[src/rtl/ifetch_queue_pkg.sv]
// Shared types and constants for the instruction fetch queue.
package ifetch_pkg;

    localparam logic [31:0] RESET_PC_DEFAULT = 32'h0000_0000;
    localparam logic [31:0] NOP_INSTR        = 32'h0000_0013; // addi x0,x0,0

    typedef enum logic [1:0] {
        S_IDLE,
        S_FETCH,
        S_REDIR
    } state_t;

    typedef struct packed {
        logic [31:0] pc;
        logic [31:0] instr;
    } entry_t;

    // Instruction addresses are always word aligned.
    function automatic logic [31:0] word_align(input logic [31:0] addr);
        return addr & ~32'h3;
    endfunction

endpackage

[src/rtl/ifetch_queue_if.sv]
// Memory-side and cpu-side handshake of the fetch queue.
interface ifetch_queue_if;

    logic        imem_req;
    logic [31:0] imem_addr;
    logic [31:0] imem_rdata;
    logic        cpu_ready;
    logic [31:0] cpu_instruction;
    logic        cpu_instruction_RDY_BSY;
    logic [31:0] cpu_instruction_pc;

    // Fetch unit side.
    modport master (
        output imem_req, imem_addr,
        output cpu_instruction, cpu_instruction_RDY_BSY, cpu_instruction_pc,
        input  imem_rdata, cpu_ready
    );

    // Memory and cpu side.
    modport slave (
        input  imem_req, imem_addr,
        input  cpu_instruction, cpu_instruction_RDY_BSY, cpu_instruction_pc,
        output imem_rdata, cpu_ready
    );

endinterface

[src/rtl/ifetch_queue_fifo.sv]
// Prefetch FIFO holding {pc, instr} entries; pointers wrap modulo DEPTH.
module ifetch_fifo
    import ifetch_pkg::*;
#(
    parameter int DEPTH = 4,
    localparam int PTR_W = $clog2(DEPTH)
) (
    input  logic           clk,
    input  logic           rst_n,
    input  logic           push,
    input  entry_t         push_data,
    input  logic           pop,
    input  logic           clear,
    output logic [PTR_W:0] count,
    output logic           not_empty,
    output entry_t         head
);

    logic [PTR_W-1:0] rd_ptr_q, rd_ptr_d;
    logic [PTR_W-1:0] wr_ptr_q, wr_ptr_d;
    logic [PTR_W:0]   count_q, count_d;
    entry_t           mem_q [DEPTH];
    entry_t           mem_d [DEPTH];

    // Next pointers, count and storage; clear discards everything including a same-cycle push.
    always_comb begin
        rd_ptr_d = rd_ptr_q;
        wr_ptr_d = wr_ptr_q;
        count_d  = count_q;
        mem_d    = mem_q;
        if (clear) begin
            rd_ptr_d = '0;
            wr_ptr_d = '0;
            count_d  = '0;
        end else begin
            if (push) begin
                mem_d[wr_ptr_q] = push_data;
                wr_ptr_d        = wr_ptr_q + PTR_W'(1);
            end
            if (pop) begin
                rd_ptr_d = rd_ptr_q + PTR_W'(1);
            end
            count_d = count_q + (PTR_W+1)'(push) - (PTR_W+1)'(pop);
        end
    end

    // Control state: pointers and occupancy.
    always_ff @(posedge clk or negedge rst_n) begin
        if (!rst_n) begin
            rd_ptr_q <= '0;
            wr_ptr_q <= '0;
            count_q  <= '0;
        end else begin
            rd_ptr_q <= rd_ptr_d;
            wr_ptr_q <= wr_ptr_d;
            count_q  <= count_d;
        end
    end

    // Entry storage is data only and needs no reset; occupancy guards its validity.
    always_ff @(posedge clk) begin
        mem_q <= mem_d;
    end

    assign count     = count_q;
    assign not_empty = (count_q != '0);
    assign head      = mem_q[rd_ptr_q];

endmodule

[src/rtl/ifetch_queue.sv]
// Instruction fetch stage: PC generation, credit-limited memory reads and a prefetch queue.
module ifetch_queue
    import ifetch_pkg::*;
#(
    parameter int          DEPTH    = 4,
    parameter logic [31:0] RESET_PC = RESET_PC_DEFAULT
) (
    input  logic           cpu_clk,
    input  logic           cpu_rst_n,
    input  logic           fetch_en,
    input  logic           redirect_valid,
    input  logic [31:0]    redirect_pc,
    ifetch_queue_if.master bus
);

    localparam int CNT_W = $clog2(DEPTH) + 1;

    state_t             state_q, state_d;
    logic [31:0]        fetch_pc_q, fetch_pc_d;
    logic               inflight_q, inflight_d;
    logic               req;
    logic               credit;
    logic [CNT_W-1:0]   count;
    logic [CNT_W-1:0]   occupancy;
    logic               head_valid;
    entry_t             head;
    entry_t             push_entry;
    logic               push, pop;

    // Queued entries plus the one read still on its way must leave room for another word.
    assign occupancy = count + CNT_W'(inflight_q);
    assign credit    = (occupancy < CNT_W'(DEPTH));

    // A redirect kills the response arriving this cycle and wins over a cpu handshake.
    assign push       = inflight_q && !redirect_valid;
    assign pop        = head_valid && bus.cpu_ready && !redirect_valid;
    assign push_entry = '{pc: fetch_pc_q - 32'd4, instr: bus.imem_rdata};

    // Next state, request issue and PC advance; redirect overrides everything else.
    always_comb begin
        state_d    = state_q;
        fetch_pc_d = fetch_pc_q;
        inflight_d = 1'b0;
        req        = 1'b0;
        unique case (state_q)
            S_IDLE:  if (fetch_en) state_d = S_FETCH;
            S_FETCH: if (!fetch_en) state_d = S_IDLE;
            S_REDIR: state_d = fetch_en ? S_FETCH : S_IDLE;
            default: state_d = S_IDLE;
        endcase
        if (state_q == S_FETCH && fetch_en && !redirect_valid && credit) begin
            req        = 1'b1;
            inflight_d = 1'b1;
            fetch_pc_d = fetch_pc_q + 32'd4;
        end
        if (redirect_valid) begin
            state_d    = S_REDIR;
            fetch_pc_d = word_align(redirect_pc);
        end
    end

    // FSM, fetch PC and outstanding-read flag.
    always_ff @(posedge cpu_clk or negedge cpu_rst_n) begin
        if (!cpu_rst_n) begin
            state_q    <= S_IDLE;
            fetch_pc_q <= RESET_PC;
            inflight_q <= 1'b0;
        end else begin
            state_q    <= state_d;
            fetch_pc_q <= fetch_pc_d;
            inflight_q <= inflight_d;
        end
    end

    ifetch_fifo #(.DEPTH(DEPTH)) u_fifo (
        .clk       (cpu_clk),
        .rst_n     (cpu_rst_n),
        .push      (push),
        .push_data (push_entry),
        .pop       (pop),
        .clear     (redirect_valid),
        .count     (count),
        .not_empty (head_valid),
        .head      (head)
    );

    // The PC of the word in flight is fetch_pc - 4: no redirect can sit between request and response.
    assign bus.imem_req                = req;
    assign bus.imem_addr               = fetch_pc_q;
    assign bus.cpu_instruction_RDY_BSY = head_valid;
    assign bus.cpu_instruction         = head_valid ? head.instr : '0;
    assign bus.cpu_instruction_pc      = head_valid ? head.pc : '0;

endmodule
[src/flat_wrapper.sv]
// flat-port wrapper written by rule: the top's interface ports become plain ports
module ifetch_queue_flat import ifetch_pkg::*;
#(
    parameter int          DEPTH    = 4,
    parameter logic [31:0] RESET_PC = RESET_PC_DEFAULT
)
  (cpu_clk, cpu_rst_n, fetch_en, redirect_valid, redirect_pc, bus_imem_req, bus_imem_addr, bus_cpu_instruction, bus_cpu_instruction_RDY_BSY, bus_cpu_instruction_pc, bus_imem_rdata, bus_cpu_ready);
  ifetch_queue_if bus_i ();
  input  logic cpu_clk;
  input  logic cpu_rst_n;
  input  logic fetch_en;
  input  logic redirect_valid;
  input  logic [31:0] redirect_pc;
  output wire logic [$bits(bus_i.imem_req)-1:0] bus_imem_req;
  output wire logic [$bits(bus_i.imem_addr)-1:0] bus_imem_addr;
  output wire logic [$bits(bus_i.cpu_instruction)-1:0] bus_cpu_instruction;
  output wire logic [$bits(bus_i.cpu_instruction_RDY_BSY)-1:0] bus_cpu_instruction_RDY_BSY;
  output wire logic [$bits(bus_i.cpu_instruction_pc)-1:0] bus_cpu_instruction_pc;
  input wire logic [$bits(bus_i.imem_rdata)-1:0] bus_imem_rdata;
  input wire logic [$bits(bus_i.cpu_ready)-1:0] bus_cpu_ready;
  assign bus_imem_req = bus_i.imem_req;
  assign bus_imem_addr = bus_i.imem_addr;
  assign bus_cpu_instruction = bus_i.cpu_instruction;
  assign bus_cpu_instruction_RDY_BSY = bus_i.cpu_instruction_RDY_BSY;
  assign bus_cpu_instruction_pc = bus_i.cpu_instruction_pc;
  assign bus_i.imem_rdata = bus_imem_rdata;
  assign bus_i.cpu_ready = bus_cpu_ready;
  ifetch_queue #(.DEPTH(DEPTH), .RESET_PC(RESET_PC)) u_core (.cpu_clk(cpu_clk), .cpu_rst_n(cpu_rst_n), .fetch_en(fetch_en), .redirect_valid(redirect_valid), .redirect_pc(redirect_pc), .bus(bus_i));
endmodule
[config.mk]
export PLATFORM = sky130hd
export DESIGN_NAME = ifetch_queue_flat
export DESIGN_NICKNAME = d
export VERILOG_FILES = /design/src/rtl/ifetch_queue_pkg.sv /design/src/rtl/ifetch_queue_if.sv /design/src/rtl/ifetch_queue_fifo.sv /design/src/rtl/ifetch_queue.sv /design/src/flat_wrapper.sv
export SDC_FILE = /design/constraint.sdc
export NUM_CORES = 1
export LEC_CHECK = 0
export CORE_ASPECT_RATIO = 1.25
export CORE_MARGIN = 2
export CORE_UTILIZATION = 54
export CTS_CLUSTER_SIZE = 12
export DETAILED_ROUTE_END_ITERATION = 10
export PLACE_DENSITY = 0.88
export REMOVE_ABC_BUFFERS = 1
export SLEW_MARGIN = 10
export SYNTH_ARGS = -nofsm -noshare
export SYNTH_HDL_FRONTEND = slang
export SYNTH_HIERARCHICAL = 1
export SYNTH_SLANG_ARGS = --single-unit
[constraint.sdc]
create_clock -name cpu_clk -period 4.35 [get_ports cpu_clk]
set_input_delay 1.305 -clock cpu_clk [delete_from_list [all_inputs] [get_ports cpu_clk]]
set_output_delay 1.305 -clock cpu_clk [all_outputs]
set_load 0.01 [all_outputs]
==> run_results.csv <==
group,metric,value,unit
outcome,status,"complete, no violations",
clock_network,clkTransAtPathRegs,0.06,ns
place,dp_cells,1208,
detailed_routing,ant_nets,0,
layout,final_cell_count_no_fill,1254,
power,vdd_drop_max,0.279,mV
timing,worst_pin_slew,1.05,ns
place,numPortBuffers,162,
timing,hold_viol_final,0,
timing,final.min_clock_period,4.13,ns
global_routing,grt_pass1_wl,39900,microns
power,power_leakage,5.10,nW
detailed_routing,drtIter0Drc,487,
layout,syn2layout_area_growth,20.9,%
logic_synthesis,synth.area.top_cells,"edfxtp_1 (59%), mux4_2 (11%), dfrtp_1 (7.7%)",
power,p_seq_share,48.9,%
layout,fin_nets,1025,
detailed_routing,via_count,7444,
floorplan,fp-row-count,63,
power,swShare,23.8,%
timing,setup_viol,0,
place,gp_congestion,0.852,
logic_synthesis,synth_area,13000,sq um
power,power.net_switching,1.58,mW
clock_network,clockBufferDepth,3,
timing,period_share,94.9,%
logic_synthesis,yosysWarningCount,6,
setup_path,path_buf_inv,1,
clock_network,cts_resized,0,
clock_network,cts_hold_buf,0,
setup_path,critical_path.max_fanout,66,
logic_synthesis,post-synth-top-count-cell,"edfxtp_1",
timing,fmax,242,MHz
setup_path,cp_slowest_cell,"or3_2",
global_routing,grt_remaining_overflow,0,
timing,fin_skew,0.0104,ns
timing,hold_ws,0.597,ns
logic_synthesis,synthFlopType,"edfxtp_1",
global_routing,grt_pass1_vias,7381,
logic_synthesis,yosys.area.top_type,"edfxtp_1",
power,pwr_density_cell,423,nW/um^2
floorplan,die_h,177,microns
job,maxCapViolCount,0,
logic_synthesis,netlist_top_cells_count,"edfxtp_1 (256), and2_1 (76), mux4_2 (64)",
timing,slew_violations,0,
floorplan,die_w,143,microns
logic_synthesis,synthArstFlopShare,13.5,%
global_routing,grt_usage,20.4,%
place,post-dp-hpwl,16300,microns
logic_synthesis,syn_inst,792,
setup_path,required,3.04,ns
timing,relSlewSlack,29.8,%
setup_path,max_stage_delay,0.93,ns
setup_path,crit_path_start_kind,"flip-flop",
floorplan,die-area,25300,sq um
setup_path,path_class,"reg -> out",
logic_synthesis,ys_ff_latch,296,
setup_path,crit_family,"simple AND/OR/NAND/NOR gates",
layout,antenna-diode-count,0,
setup_path,worstPathArrival,2.82,ns
logic_synthesis,avgSynthCellArea,16.4,sq um
logic_synthesis,synth_top_cell_area_share,59.3,%
setup_path,cp-end-kind,"output port",
setup_path,crit_chain,"or3_2 > and2_1 > clkdlybuf4s50_1",
layout,drive_above_1_share,14.1,%
detailed_routing,drtPass1Iterations,5,
timing,rsz0062_at_grt,"no",
clock_network,root_buffer,"clkbuf_16",
floorplan,core,23600,sq um
power,p_int,5.05,mW
logic_synthesis,ys_types,62,
detailed_routing,wl,25800,microns
clock_network,clkLatencyLatePin,0.53,ns
clock_network,htreeDepth,1,
hold_path,hp-class,"reg -> reg",
floorplan,top_level_ports,167,
power,pwr-share-clk,32.6,%
clock_network,post_cts_buffers,0,
global_routing,grt_max_degree,67,
detailed_routing,drt_drc_violations_left,0,
detailed_routing,post_drt_wl_per_cell,20.6,microns
clock_network,cts_sinks,296,
clock_network,cts_buffers,29,
floorplan,initial_utilization,54.8,%
global_routing,antenna_found_initial,0,
logic_synthesis,synth_edf_count,256,
detailed_routing,viasPerCell,5.94,
power,combPwrFrac,18.6,%
clock_network,cts_tree,"yes",
logic_synthesis,ys_seq_area_share,67.1,%
-- worst paths after layout --
kind | startpoint | to | slack [ns] | cells after the start
worst max-delay path | u_core/u_fifo/count[1] | bus_cpu_instruction_pc[23] | 0.22 | 3
worst min-delay path | u_core/u_fifo/wr_ptr_q[1] | u_core/u_fifo/wr_ptr_q[1] | 0.60 | 2
worst max register to register | u_core/u_fifo/count[1] | u_core/u_fifo/count[2] | 1.24 | 9
worst min register to register | u_core/u_fifo/wr_ptr_q[1] | u_core/u_fifo/wr_ptr_q[1] | 0.60 | 2
max in group asynchronous | cpu_rst_n | u_core/u_fifo/rd_ptr_q[0] | 2.71 | 1
min in group asynchronous | cpu_rst_n | u_core/bus.imem_addr[28] | 0.93 | 1
-- sequential cells by signal, indices dropped and copies added (netlist names) --
signal and count:
u_core/u_fifo/rd_ptr_q 2, u_core/state_q 2, u_core/inflight_q 1, u_core/u_fifo/wr_ptr_q 2, u_core/bus.imem_addr 30, u_core/u_fifo/mem_q 256
u_core/u_fifo/count 3
-- per-stage QoR --
| stage | cell area (sq um) | power (mW) | TNS, ns | worst slack (ns) | util [%] |
|---|---|---|---|---|---|
| global placement | 14900 | 4.52 | 0 | 0.267 | 62.9 |
| global route | 15700 | 6.89 | 0 | 0.0789 | 66.2 |
| detailed placement | 14900 | 4.55 | 0 | 0.269 | 62.9 |
| finish | 15700 | 6.63 | 0 | 0.222 | 66.2 |
| CTS | 15700 | 6.71 | 0 | 0.158 | 66.2 |
| floorplan | 12600 | 3.89 | -26.25 | -0.410 | - |
-- routing by layer --
metal	track usage [%]	routed length, microns
met4	5.49	547
met5	0	0
met2	36.4	13700
met3	2.16	1320
met1	26.8	10300
-- logic make-up (layout without fill, tap and decap cells) --
kind of cell | Yosys count | count (layout) | share of synthesized area, %
AO/OA/AOI/OAI | 55 | 55 | 3.20
XOR/XNOR | 31 | 31 | 2.20
adder cells (fa/ha/maj) | 9 | 9 | 0.927
buffers and inverters | 79 | 240 | 3.35
flip-flops | 296 | 296 | 67.1
multiplexers | 74 | 74 | 11.9
other | 1 | 10 | 0.0289
AND/OR/NAND/NOR | 247 | 247 | 11.3
-- worst reg2reg max path: cells and delay by family (launching register included) --
| family | cells | cell delay (ns) |
|---|---|---|
| simple gates | 3 | 1.43 |
| fa+ha+maj | 3 | 0.78 |
| flops | 1 | 0.44 |
| xor+xnor | 1 | 0.21 |
| buf+inv | 2 | 0.11 |
-- power by group through the flow --
stage | sequential [mW] | combinational, mW | clock [mW]
after floorplan | 3.33 | 0.555 | 0
after global placement | 3.29 | 1.23 | 0
after detailed placement | 3.29 | 1.26 | 0
final | 3.24 | 1.23 | 2.16
after CTS | 3.23 | 1.26 | 2.21
after global routing | 3.24 | 1.33 | 2.31
-- cells in the final DEF, fill, tap and decap left out, types with 7 or more instances in the layout --
cell type | synthesis | layout
a31oi_1 | 9 | 9
and2_1 | 76 | 72
buf_12 | 3 | 11
clkbuf_1 | 26 | 14
clkbuf_16 | 0 | 29
clkdlybuf4s50_1 | 0 | 161
conb_1 | 1 | 10
dfrtp_1 | 40 | 38
edfxtp_1 | 256 | 256
ha_1 | 8 | 8
inv_1 | 15 | 15
mux4_2 | 64 | 64
nand2_1 | 39 | 39
nand3_1 | 25 | 25
nand4_1 | 18 | 18
nor2_1 | 24 | 24
nor3_1 | 7 | 7
nor4_1 | 13 | 13
o211ai_1 | 9 | 9
o21ai_0 | 9 | 9
o311ai_0 | 7 | 7
or4_1 | 8 | 8
xnor2_1 | 22 | 22
xor2_1 | 8 | 8
-- layout make-up --
class | instances | area, sq um
Fill cell | 1608 | 7980
Clock buffer | 43 | 778
Clock inverter | 3 | 17.5
Tap cell | 292 | 365
Sequential cell | 296 | 8690
Inverter | 16 | 60.1
Timing Repair Buffer | 178 | 1870
Multi-Input combinational cell | 426 | 3880
Note: power is estimated with default switching activity, not from simulation.
